==> src/rtl/mem_arb_pkg.sv <==
// Shared types for the sprite/pattern RAM arbiter: read-return tag and
// burst counter width.
package mem_arb_pkg;

  typedef enum logic [1:0] {
    TAG_NONE = 2'd0,
    TAG_H    = 2'd1,
    TAG_L    = 2'd2
  } rd_tag_t;

  localparam int BURST_CNT_BITS = 8;

endpackage

==> src/rtl/mem_arbiter.sv <==
// Two-port arbiter for the single-port, one-cycle-latency pattern RAM:
// display port H has priority, a consecutive-grant limit protects port L.
module mem_arbiter
  import mem_arb_pkg::*;
#(
  parameter int WORD_SIZE = 16,
  parameter int ADDR_BITS = 4,
  parameter int MAX_BURST = 4
) (
  input  logic                 clk,
  input  logic                 reset_n,
  input  logic                 h_req,
  input  logic                 h_we,
  input  logic [ADDR_BITS-1:0] h_addr,
  input  logic [WORD_SIZE-1:0] h_wdata,
  output logic                 h_gnt,
  output logic                 h_rvalid,
  output logic [WORD_SIZE-1:0] h_rdata,
  input  logic                 l_req,
  input  logic                 l_we,
  input  logic [ADDR_BITS-1:0] l_addr,
  input  logic [WORD_SIZE-1:0] l_wdata,
  output logic                 l_gnt,
  output logic                 l_rvalid,
  output logic [WORD_SIZE-1:0] l_rdata,
  output logic                 mem_we,
  output logic [ADDR_BITS-1:0] mem_addr,
  output logic [WORD_SIZE-1:0] mem_wdata,
  input  logic [WORD_SIZE-1:0] mem_rdata
);

  localparam logic [BURST_CNT_BITS-1:0] BURST_LIMIT = BURST_CNT_BITS'(MAX_BURST);

  logic [BURST_CNT_BITS-1:0] burst_cnt_reg, burst_cnt_next;
  rd_tag_t                   tag_reg, tag_next;
  logic                      limit_hit;

  assign limit_hit = (burst_cnt_reg == BURST_LIMIT);

  // Grants are held off entirely while reset is asserted.
  always_comb begin
    h_gnt = 1'b0;
    l_gnt = 1'b0;
    if (reset_n) begin
      if (h_req && (!l_req || !limit_hit)) begin
        h_gnt = 1'b1;
      end else if (l_req) begin
        l_gnt = 1'b1;
      end
    end
  end

  // Counts H grants that L had to sit through; any gap in l_req restarts it.
  always_comb begin
    burst_cnt_next = burst_cnt_reg;
    if (!l_req || l_gnt) begin
      burst_cnt_next = '0;
    end else if (h_gnt && !limit_hit) begin
      burst_cnt_next = burst_cnt_reg + BURST_CNT_BITS'(1);
    end
  end

  always_comb begin
    tag_next = TAG_NONE;
    if (h_gnt && !h_we) begin
      tag_next = TAG_H;
    end else if (l_gnt && !l_we) begin
      tag_next = TAG_L;
    end
  end

  always_comb begin
    mem_we    = 1'b0;
    mem_addr  = '0;
    mem_wdata = '0;
    if (h_gnt) begin
      mem_we    = h_we;
      mem_addr  = h_addr;
      mem_wdata = h_wdata;
    end else if (l_gnt) begin
      mem_we    = l_we;
      mem_addr  = l_addr;
      mem_wdata = l_wdata;
    end
  end

  always_ff @(posedge clk or negedge reset_n) begin
    if (!reset_n) begin
      burst_cnt_reg <= '0;
      tag_reg       <= TAG_NONE;
    end else begin
      burst_cnt_reg <= burst_cnt_next;
      tag_reg       <= tag_next;
    end
  end

  assign h_rvalid = (tag_reg == TAG_H);
  assign l_rvalid = (tag_reg == TAG_L);
  assign h_rdata  = h_rvalid ? mem_rdata : '0;
  assign l_rdata  = l_rvalid ? mem_rdata : '0;

endmodule

==> config.mk <==
export PLATFORM = sky130hd
export DESIGN_NAME = mem_arbiter
export DESIGN_NICKNAME = d
export VERILOG_FILES = /design/src/rtl/mem_arb_pkg.sv /design/src/rtl/mem_arbiter.sv
export SDC_FILE = /design/constraint.sdc
export NUM_CORES = 1
export LEC_CHECK = 0
export ABC_AREA = 1
export CAP_MARGIN = 10
export CORE_AREA = 2 2 46 48
export DETAILED_ROUTE_END_ITERATION = 7
export DIE_AREA = 0 0 48 50
export DONT_BUFFER_PORTS = 1
export HOLD_SLACK_MARGIN = 0.03
export PLACE_DENSITY_LB_ADDON = 0.12
export SLEW_MARGIN = 0
export SYNTH_ARGS = -nofsm -noshare
export SYNTH_HDL_FRONTEND = slang
export SYNTH_SLANG_ARGS = --single-unit
==> constraint.sdc <==
create_clock -name clk -period 1.83 [get_ports clk]
set_input_delay 0.183 -clock clk [delete_from_list [all_inputs] [get_ports clk]]
set_output_delay 0.183 -clock clk [all_outputs]
set_load 0.02 [all_outputs]
==> summary.md <==
| Metric | Value |
|---|---|
| Run status | `complete, but fails checks` |
| Failing checks | `negative setup slack` |
| First-pass iteration count of the detailed router | `5` |
| DR WL/cell | `19.7 um` |
| Count of distinct cell types in the synthesized netlist | `21` |
| Clock latency reported for the late side of the worst-skew pair | `0.29 ns` |
| Setup crit start kind | `register` |
| DP Worst Slack | `-0.206 ns` |
| Total wire length after detailed routing | `5250 um` |
| Max_slew headroom | `0.658` |
| Share of the synthesized area in the top cell type | `0.269` |
| Synth Register Bits | `10` |
| Count of unresolved DRC violations after routing | `0` |
| Design internal power | `0.589 mW` |
| Final total negative setup slack | `-4.73 ns` |
| Antenna diodes | `0` |
| Fill cell count | `90` |
| Max reg flops | `8` |
| Count of buffers inserted at the top-level ports | `0` |
| Fraction of power consumed by combinational cells | `0.529` |
| Reg2Reg Capture Point | `burst_cnt_reg[7]$_DFFE_PN0P_` |
| Slew of the pin with the lowest slew margin | `0.511 ns` |
| Area added between synthesis and finish | `48.3%` |
| Final critical-path required period | `2.08 ns` |
| Instance count of the mapped netlist | `211` |
| Syn. warnings | `0` |
| Core Box Area | `0.00190 mm2` |
| Final worst-path cycle share | `1.14` |
| Worst hold path endpoint | `burst_cnt_reg[6]$_DFFE_PN0P_` |
| Clock network fraction of design power | `0.226` |
| Post-synthesis instance area | `0.00114 mm2` |
| Global route total overflow | `0` |
| Final-layout worst hold slack | `0.0439 ns` |
| Count of vias placed by the detailed router | `1632` |
| Fraction of final layout cells with drive strength greater than 1 | `0.363` |
| Peak fanout along the critical path | `6` |
| Worst setup path start | `burst_cnt_reg[1]$_DFFE_PN0P_` |
| Setup violation total in the final timing report | `23` |
| Reg2reg setup slack | `-0.02 ns` |
| Synthesized area per cell | `5.41 um2` |
| Maximum vdd ir drop | `0.587 mV` |
| Placement Rows | `16` |
| Sequential cell fraction of total power | `0.245` |
| Power density over the cells | `596 mW/mm2` |
| Top cell type by total area after synthesis | `sky130_fd_sc_hd__nand2_1` |
| Die extent in x | `48 um` |
| Most common library cell in the layout ignoring fill and taps | `sky130_fd_sc_hd__nand2_1` |
| Cts bufs inserted | `3` |
| Setup repair after global routing missed its margin | `yes` |
| Antenna violations before repair | `0` |
| Routed vias/inst | `6.11` |
| Static leakage | `0.978 nW` |
| Post-DRT Antenna Nets | `0` |
| CTS clock-pin slew for the worst setup and hold paths | `0.09 ns` |
| Setup Crit Path Kind | `reg2out` |
| Clock root buffer | `sky130_fd_sc_hd__clkbuf_4` |
| Number of sinks driven by the clock tree | `10` |
| Slew Viols, Final | `0` |
| Power dissipated by switching net loads | `0.421 mW` |
| Proportion of synthesized chip area in sequential cells | `0.219` |
| DIE AREA | `0.00240 mm2` |
| Weighted congestion at the end of routability-driven global placement | `0.848` |
| Setup slack after layout | `-0.253 ns` |
| Switching power as a share of total power | `0.417` |
| Reg2reg path depth | `14` |
| Number of hold-slack violations in the final timing report | `0` |
| Min-Delay Path Depth | `2` |
| Total chip power | `1.01 mW` |
| H-tree depth | `1` |
| Buffer levels on the longest clock path | `2` |
| Dominant cells by area after synthesis | `sky130_fd_sc_hd__nand2_1, sky130_fd_sc_hd__dfrtp_1, sky130_fd_sc_hd__nor2_1` |
| Initial standard-cell utilization of the core | `0.601` |
| Die height | `50 um` |
| I/O pins | `119` |
| Largest net degree at the start of global routing | `18` |
| CP Data Arrival Time | `1.90 ns` |
| Max Clk Rate | `480 MHz` |
| TritonCTS clock tree | `done` |
| Data required time at the worst endpoint | `1.65 ns` |
| Source of the worst hold timing path | `l_req` |
| Number of DRC markers in iteration 0 | `137` |
| Critical Path Sink Type | `output port` |
| Post-Route Utilization | `0.891` |
| Kind of path behind the tightest hold check | `in2reg` |
| Vias in the first global route | `1297` |
| Commonest non-fill, non-tap cells in the layout | `sky130_fd_sc_hd__nand2_1, sky130_fd_sc_hd__nor2_1, sky130_fd_sc_hd__inv_1, sky130_fd_sc_hd__nand2_4, sky130_fd_sc_hd__buf_4` |
| Number of nets in the layout | `305` |
| Global routing usage summed across all routing layers | `0.336` |
| Number of max-cap violations | `0` |
| Half-perimeter wire length after detailed placement | `2530 um` |
| Launching point of the worst reg2reg path | `burst_cnt_reg[0]$_DFFE_PN0P_` |
| Wire length of the first global-routing pass | `5800 um` |
| Post-synthesis net count | `275` |
| Maximum clock skew at final layout | `0.00190 ns` |
[synthesized netlist by cell type (all sizes together)]
cell type,n
a21oi,2
buf,5
clkbuf,2
dfrtp,10
ha,2
inv,36
nand2,93
nand3,4
nand4,8
nor2,44
nor3,2
o22ai,1
xor2,2
[worst max-delay path by stage]
stage / endpoint / slack (ns)
after floorplan: mem_addr[0] / 0.18
after global placement: mem_wdata[11] / -0.12
after detailed placement: mem_wdata[15] / -0.21
after CTS: mem_wdata[7] / -0.08
after global routing: mem_addr[3] / -0.29
final: mem_addr[3] / -0.25
[power groups by stage]
| stage | clock [mW] | combinational (mW) | sequential, mW |
|---|---|---|---|
| floorplan | 0 | 0.199 | 0.250 |
| global placement | 0 | 0.250 | 0.246 |
| detailed placement | 0 | 0.258 | 0.248 |
| CTS | 0.212 | 0.404 | 0.245 |
| global route | 0.229 | 0.563 | 0.247 |
| finish | 0.228 | 0.535 | 0.247 |
[routing by layer]
layer | wire length [um] | GRT usage
met5 | 0 | 0
met1 | 1700 | 0.389
met2 | 2490 | 0.556
met3 | 723 | 0.125
met4 | 330 | 0.0991
[worst max-delay path, stage by stage (launching register included)]
cell and delay [ns]:
sky130_fd_sc_hd__dfrtp_1 0.42, sky130_fd_sc_hd__inv_2 0.11, sky130_fd_sc_hd__ha_4 0.14, sky130_fd_sc_hd__nand2_4 0.05, sky130_fd_sc_hd__nor2_4 0.13, sky130_fd_sc_hd__nand3_2 0.10, sky130_fd_sc_hd__nand2_4 0.12, sky130_fd_sc_hd__buf_6 0.13
sky130_fd_sc_hd__nand2_8 0.10, sky130_fd_sc_hd__inv_6 0.10, sky130_fd_sc_hd__nand2_1 0.07, sky130_fd_sc_hd__nand2_2 0.13
[per-stage QoR]
step / area [um2] / instances
final: 1690 / 267
after global routing: 1690 / 267
after CTS: 1560 / 265
after detailed placement: 1210 / 243
after global placement: 1210 / 243
after floorplan: 1140 / 211
[kinds of logic (layout without fill, tap and decap cells)]
group                      count (synthesis)  count (layout)  share of synthesized area
buffers and inverters                     43              69                      0.168
DFF                                       10              10                      0.219
AOI/OAI and AO/OA                          3               3                     0.0142
xor gates and xnor gates                   2               2                     0.0153
and+or+nand+nor                          151             154                      0.562
adders and majority gates                  2               2                     0.0219
[cell type report]
cell class	count	area, um2	share of cell area
Timing Repair inverter	3	33.8	0.0199
Multi-Input combinational cell	161	986	0.582
Tap cell	27	33.8	0.0199
Timing Repair Buffer	26	206	0.122
Sequential cell	10	250	0.148
Inverter	36	148	0.0871
Clock buffer	4	36.3	0.0214
[what timing repair did]
item	in CTS	in global routing
buffers inserted	10	2
hold endpoints to repair	12	0
pin swaps	6	21
gates cloned	5	1
setup endpoints to repair	23	24
gates resized for setup	51	28
hold buffers	3	0
Note: power is estimated with default switching activity, not from simulation.
